==> config.mk <==
export PLATFORM = sky130hd
export DESIGN_NAME = dm_lsu
export DESIGN_NICKNAME = d
export VERILOG_FILES = /design/src/rtl/dm_pkg.sv /design/src/rtl/dm_lane.sv /design/src/rtl/dm_lsu.sv
export SDC_FILE = /design/constraint.sdc
export NUM_CORES = 1
export LEC_CHECK = 0
export BUFFER_PORTS_ARGS = -buffer_cell sky130_fd_sc_hd__buf_4
export CAP_MARGIN = 20
export CORE_AREA = 2 2 152 154
export DETAILED_ROUTE_END_ITERATION = 6
export DIE_AREA = 0 0 154 156
export RECOVER_POWER = 25
export SLEW_MARGIN = 30
export SYNTH_ARGS = -nofsm -noshare
export SYNTH_HDL_FRONTEND = slang
export SYNTH_SLANG_ARGS = --single-unit
export TNS_END_PERCENT = 5
==> constraint.sdc <==
create_clock -name clk -period 2 [get_ports clk]
set_input_delay 0.1 -clock clk [delete_from_list [all_inputs] [get_ports clk]]
set_output_delay 0.1 -clock clk [all_outputs]
set_load 0.05 [all_outputs]
==> src/rtl/dm_pkg.sv <==
// Shared encodings for the data-memory load/store unit.
package dm_pkg;
  typedef enum logic [1:0] {
    SZ_BYTE = 2'b00,
    SZ_HALF = 2'b01,
    SZ_WORD = 2'b10,
    SZ_BAD  = 2'b11
  } size_e;

  typedef enum logic [2:0] {
    IDLE, LD, ST, RMW_RD, RMW_WR, ERR, DONE
  } state_e;

  localparam int NUM_LANES = 4;
  localparam int LANE_W    = 8;
endpackage

==> src/rtl/dm_lane.sv <==
// Big-endian lane extract/extend for loads and lane merge for sub-word stores.
module dm_lane
  import dm_pkg::*;
(
  input  logic [31:0] word,
  input  logic [1:0]  offset,
  input  size_e       size,
  input  logic        sext,
  input  logic [31:0] wdata,
  output logic [31:0] ld_val,
  output logic [31:0] st_word
);
  logic [7:0]  b;
  logic [15:0] h;

  // Byte lane 0 is the most significant byte of the word.
  assign b = word[8*(3-offset) +: 8];
  assign h = offset[1] ? word[15:0] : word[31:16];

  always_comb begin
    ld_val = word;
    case (size)
      SZ_BYTE: ld_val = {{24{sext & b[7]}}, b};
      SZ_HALF: ld_val = {{16{sext & h[15]}}, h};
      default: ld_val = word;
    endcase
  end

  for (genvar i = 0; i < NUM_LANES; i++) begin : g_lane
    localparam logic [1:0] IDX = 2'(i);
    logic       sel;
    logic [7:0] nb;
    assign sel = (size == SZ_WORD) ||
                 (size == SZ_BYTE && offset == IDX) ||
                 (size == SZ_HALF && offset[1] == IDX[1]);
    always_comb begin
      nb = wdata[LANE_W*(3-i) +: LANE_W];
      if (size == SZ_BYTE)      nb = wdata[7:0];
      else if (size == SZ_HALF) nb = IDX[0] ? wdata[7:0] : wdata[15:8];
    end
    assign st_word[LANE_W*(3-i) +: LANE_W] = sel ? nb : word[LANE_W*(3-i) +: LANE_W];
  end
endmodule

==> src/rtl/dm_lsu.sv <==
// Load/store unit for the 1K x 32 big-endian data memory; sub-word stores are
// done as read-modify-write since the memory only writes full words.
module dm_lsu
  import dm_pkg::*;
#(
  parameter int ADDR_BITS = 12
) (
  input  logic        clk,
  input  logic        reset_n,
  input  logic        req,
  input  logic        we,
  input  logic [1:0]  size,
  input  logic        sext,
  input  logic [31:0] addr,
  input  logic [31:0] wdata,
  output logic        busy,
  output logic        done,
  output logic [31:0] rdata,
  output logic        addr_err,
  output logic        dm_cs,
  output logic        dm_rd,
  output logic        dm_wr,
  output logic [31:0] dm_addr,
  output logic [31:0] dm_din,
  input  logic [31:0] dm_dout
);
  state_e      state;
  size_e       sz_q;
  logic [1:0]  off_q;
  logic        sext_q;
  logic [31:0] wd_q;
  logic        wr_q;
  logic        err;
  logic [31:0] ld_val, st_word;
  size_e       size_in;

  assign size_in = size_e'(size);
  assign err = (size_in == SZ_BAD) ||
               (size_in == SZ_HALF && addr[0]) ||
               (size_in == SZ_WORD && addr[1:0] != 2'b00) ||
               (|addr[31:ADDR_BITS]);

  // Reset on the same edge as a pending write must keep the memory untouched.
  assign dm_wr = wr_q & reset_n;

  dm_lane u_lane (
    .word   (dm_dout),
    .offset (off_q),
    .size   (sz_q),
    .sext   (sext_q),
    .wdata  (wd_q),
    .ld_val (ld_val),
    .st_word(st_word)
  );

  always_ff @(posedge clk) begin
    if (!reset_n) begin
      state    <= IDLE;
      busy     <= 1'b0;
      done     <= 1'b0;
      addr_err <= 1'b0;
      dm_cs    <= 1'b0;
      dm_rd    <= 1'b0;
      wr_q     <= 1'b0;
      rdata    <= '0;
      dm_addr  <= '0;
      dm_din   <= '0;
      sz_q     <= SZ_BYTE;
      off_q    <= '0;
      sext_q   <= 1'b0;
      wd_q     <= '0;
    end else begin
      case (state)
        IDLE: if (req) begin
          sz_q   <= size_in;
          off_q  <= addr[1:0];
          sext_q <= sext;
          wd_q   <= wdata;
          busy   <= 1'b1;
          if (err) begin
            state <= ERR;
          end else begin
            dm_addr <= {addr[31:2], 2'b00};
            dm_cs   <= 1'b1;
            if (!we) begin
              state <= LD;
              dm_rd <= 1'b1;
            end else if (size_in == SZ_WORD) begin
              state  <= ST;
              wr_q   <= 1'b1;
              dm_din <= wdata;
            end else begin
              state <= RMW_RD;
              dm_rd <= 1'b1;
            end
          end
        end
        LD: begin
          dm_cs <= 1'b0;
          dm_rd <= 1'b0;
          rdata <= ld_val;
          done  <= 1'b1;
          state <= DONE;
        end
        ST, RMW_WR: begin
          dm_cs <= 1'b0;
          wr_q  <= 1'b0;
          done  <= 1'b1;
          state <= DONE;
        end
        RMW_RD: begin
          dm_rd  <= 1'b0;
          wr_q   <= 1'b1;
          dm_din <= st_word;
          state  <= RMW_WR;
        end
        ERR: begin
          done     <= 1'b1;
          addr_err <= 1'b1;
          state    <= DONE;
        end
        DONE: begin
          done     <= 1'b0;
          addr_err <= 1'b0;
          busy     <= 1'b0;
          state    <= IDLE;
        end
        default: state <= IDLE;
      endcase
    end
  end
endmodule
; ---- After elaboration in Yosys (flattened, before gate mapping)
; Cells that the tools add are included.
[op_classes]
n_addsub = 1
eq_ne = 19
n_shift = 1
n_mux = 38
bitwise = 5
reduce_logical = 42
[op_table]
columns = op, count
row1 = 32-bit two-way mux, 4
row2 = 32-bit one-hot mux with 2 select lines, 2
row3 = 8-bit two-way mux, 9
row4 = 32-bit by 33-bit variable part select with 8-bit output, 1
row5 = 20-bit OR reduction, 1
row6 = 16-bit two-way mux, 1
row7 = 2-bit nonzero test, 7
row8 = 1-bit two-way mux, 12
row9 = 1-bit logical OR, 11
row10 = 2-bit equality test (second input constant), 5
row11 = 1-bit one-hot mux with 2 select lines, 5
row12 = 5-bit AND reduction, 2
row13 = 3-bit equality test (second input constant), 3
row14 = 3-bit one-hot mux with 3 select lines, 1
row15 = 1-bit logical AND, 8
row16 = 2-bit inequality test (second input constant), 4
row17 = 2-bit by 1-bit equality test with 1-bit output (second input constant), 3
row18 = 3-bit by 2-bit equality test with 1-bit output (second input constant), 2
row19 = 3-bit two-way mux, 2
row20 = 3-bit AND reduction, 2
row21 = 2-bit logical NOT, 2
row22 = 2-bit AND reduction, 2
row23 = 4-bit AND reduction, 1
row24 = 2-bit OR reduction, 2
row25 = other kinds (11), 14
[totals]
register_bits = 140
out_inout_bits = 102

; ---- Depth between registers and ports, before layout
[depth]
word_depth = 8
ltp_mapped = 8
depth_no_buf = 5

; ---- By module
; A second synthesis with hierarchy kept.
[unflattened]
cells_unflattened = 857
area_unflattened_um2 = 7106.8
[modules_own_cells]
columns = mod, instances, cells_each, area_each_um2, seq_area_each_um2
row1 = dm_lsu, 1, 648, 5602.9, 2802.7
row2 = dm_lane, 1, 209, 1503.9, 0.0

; ---- Worst setup path after synthesis
; No wires, ideal clock.
[synth_timing]
path_type = reg-to-reg
startpoint = register state[1]
endpoint = register dm_din[12]
arrival_time_ns = 1.671
path_slack_ns = 0.195
path_stages_with_launch = 9
period_less_slack_ns = 1.805
cell_sequence = dfxtp_1 -> buf_2 -> nor2_1 -> nand3_1 -> nor4b_4 -> or2_1 -> buf_4 -> buf_4 -> a211oi_1
[synth_via]
elab_chain_cells = 3
word_cells_on_any_way = 9
cone_classes = 5 x eq/ne / 1 x mux / 3 x reduce/logical
[synth_rtl]
columns = item, line_no
row1 = start: declaration, dm_lsu.sv:27  ; state_e state;
row2 = start signal: assignment, dm_lsu.sv:58  ; state <= IDLE;
row3 = start signal: assignment, dm_lsu.sv:81  ; state <= ERR;
row4 = start signal: assignment, dm_lsu.sv:86  ; state <= LD;
row5 = 3-bit by 2-bit equality test with 1-bit output or 3-bit logical NOT (tied branches), dm_lsu.sv:73  ; case (state)
row6 = 2-bit nonzero test (no line) or 2-bit inequality test (tied branches), n/a
row7 = 5-bit AND reduction (no line), n/a
row8 = end signal: assignment, dm_lsu.sv:91  ; dm_din <= wdata;
row9 = end signal: assignment, dm_lsu.sv:114  ; dm_din <= st_word;
row10 = end: declaration, dm_lsu.sv:24  ; output logic [31:0] dm_din,
; Parallel ways exist; a longest one is shown, timed or not.
; A chain may end at the register's enable or synchronous reset.

; ---- Worst setup path after layout
[layout_timing]
startpoint = register state[1]
endpoint = register dm_din[7]
; The elaborated chain is that of the path after synthesis.

==> qor.csv <==
metric,value,unit
status,completed,
top-area cell type share of the netlist area,44.1,%
initial DRC count,592,
depth of the CTS H-tree,4,
Worst Path Required,2340,ps
HPWL after detailed placement,17.3,mm
Top Ports,205,
Buffers on Ports,202,
fraction of layout cells with a size suffix above 1,23.3,%
critical path peak fanout,50,
Synth Flop Type,dfxtp_1,
clock skew,10.8,ps
total congestion overflow,0,
synthesized instance count,766,
Power Dens Cells,835,mW/mm^2
RSZ-0062 raised after global routing,no,
Util after Layout,42.3,%
CTS tree,yes,
Yosys top cell by area,dfxtp_1,
Slew headroom,55.5,%
Max Cap Violations,0,
crit path DAT,2190,ps
peak supply drop,505,uV
cell area after synthesis,0.00635,mm^2
"EDFF count, synth",0,
CTS buffer count,17,
Final nets,1134,
worst slew pin tran,667,ps
ant diodes,0,
Leak,3.87,nW
critical path class,reg -> reg,
routed vias/inst,5.07,
largest net degree at the start of global routing,51,
pins over their slew limit,0,
Post-CTS Setup Repair Bufs,0,
vias,6738,
Area contributors post-synth,"dfxtp_1 44%, nand2_1 9.7%, mux2i_1 7.1%",
drt total wl,24.5,mm
post-synthesis cell type count,46,
initial antenna violation count,0,
num rows,55,
Die ar.,0.0240,mm^2
fin crit share,92.4,%
register area share after synthesis,44.1,%
crit path time final,1850,ps
gr usage total,20.0,%
Die Span X,154,um
Routed Antenna Nets,0,
clock tree sinks,140,
ys async rst share,0,%
mux contribution to synthesized area,8.51,%
fraction of synthesized cell area in xor and xnor cells,0.138,%
Clock Tree Buf Depth,2,
clk root buf,clkbuf_16,
Yosys warnings,0,
adder-cell share of the synthesized area,0,%
CP endpoint kind,register,
Simple-Gate Fraction of Synth Area,18.4,%
area delta synth->final,49.0,%
core area,0.0224,mm^2
Max Clock Freq,541,MHz
Worst-path clk slew,60,ps
Die H,156,um
Startpoint Class,register,
"Avg Cell Area, Syn",8.30,um^2
first-pass GRT wire length,37.1,mm
initial core utilization,28.4,%
DRC Markers,0,
DRT Pass-1 Iters,5,
largest family of logic cells by synthesized area,compound AO/OA/AOI/OAI gates,
"Hold Vio Cnt, Final",0,
Compound-Gate Fraction of Synth Area,23.7,%
synthesis-stage register bit count,140,
routed len/inst,18.4,um
Final TNS setup,0,ps
Skew-Pair Late Insertion Delay,420,ps
final setup fails,0,
RePlAce Congestion,0.847,
min-delay worst type,in -> reg,
vias in the first global route,6473,
[path summary, 6_finish.rpt]
kind	from	endpoint	slack, ps	cells past startpoint
hold reg to reg	dm_addr[22]$_SDFFE_PN0P_	dm_addr[22]$_SDFFE_PN0P_	460	1
setup / recovery	state[1]$_SDFFE_PN0P_	dm_din[7]$_SDFFE_PN0P_	150	5
setup reg to reg	state[1]$_SDFFE_PN0P_	dm_din[7]$_SDFFE_PN0P_	150	5
hold / removal	dm_dout[15]	rdata[15]$_SDFFE_PN0N_	60	3
[metrics by stage]
step	hold slack [ps]	cell area (um^2)	worst slack, ps	total power [mW]	cells
after floorplan	236	6360	195	3.89	767
after global placement	334	8340	114	4.49	1226
after detailed placement	343	8340	71.2	4.49	1226
after CTS	46.3	9680	45.2	7.96	1329
after global routing	53.3	9470	14.6	8.20	1329
final	61.0	9470	152	7.91	1329
[worst max-delay path: stages (launching register included)]
cell and delay, ps:
dfxtp_1 310, buf_4 180, and3_1 230, buf_12 210
nor2_2 550, mux2i_1 270
[cells in the mapped netlist (all sizes together) (17+ instances only)]
library cell    n
and2           23
mux2i          45
a21oi          67
a211oi         17
nor2           25
o21ai          56
dfxtp         140
nand2         164
clkbuf         50
a31oi          27
nor3           29
buf            19
[registers in the layout (all words and copies together) (netlist names)]
signal    flops
wr_q          1
done          1
state         3
busy          1
wd_q         32
dm_rd         1
sext_q        1
rdata        32
off_q         2
dm_din       32
dm_cs         1
sz_q          2
dm_addr      30
addr_err      1
[where the power goes]
group	switching, mW	internal, mW	leakage (nW)
logic	0.899	0.619	2.44
registers	0.104	2.91	1.14
clock network	1.30	2.07	0.296
total	2.30	5.61	3.87
[cells in the final DEF, fill, tap and decap left out, types with 2 or more instances in the layout]
master	n
and3_1	4
inv_2	2
bufinv_16	3
dlygate4sd3_1	71
and2_1	23
o31ai_1	8
clkbuf_8	3
a222oi_1	16
o21ai_0	56
a22oi_1	16
nand2_1	164
buf_4	175
nor2_2	6
clkbuf_16	17
a21oi_1	66
buf_12	8
a211oi_1	15
nand3_1	10
clkinvlp_4	4
nor3_1	28
mux2i_1	45
inv_1	2
a31oi_1	26
mux2_2	8
dfxtp_1	139
a211oi_2	2
a22o_1	9
conb_1	2
inv_6	3
clkbuf_1	59
nor2_1	19
a21o_1	8
nor4_1	5
[routing by layer]
| metal | GRT usage [%] | up-vias | wire length [um] |
|---|---|---|---|
| met2 | 32.5 | 243 | 11500 |
| met5 | 0 | - | 0 |
| met3 | 4.83 | 32 | 1530 |
| li1 | - | 3267 | - |
| met4 | 6.76 | 0 | 533 |
| met1 | 26.1 | 3196 | 10900 |
[cell families (layout without fill, tap and decap cells)]
logic type,after synthesis,in the layout
mux,53,53
simple gates,266,266
flops,140,140
buf+inv,74,351
xor+xnor,1,1
compound gates,231,231
other cells,1,2
[timing repair]
action	in CTS	in global routing
setup endpoints to repair	0	22
resized for setup	0	4
hold buffers	71	0
endpoints found under the hold margin	79	0
[layout make-up]
type | instances | area [um^2]
fill | 2257 | 12900
multi-input combinational | 553 | 3240
sequential | 140 | 2800
timing repair buffer | 314 | 2420
clock buffer | 20 | 467
tap | 285 | 357
clock inverter | 12 | 160
inverter | 5 | 18.8
Note: power is estimated with default switching activity, not from simulation.
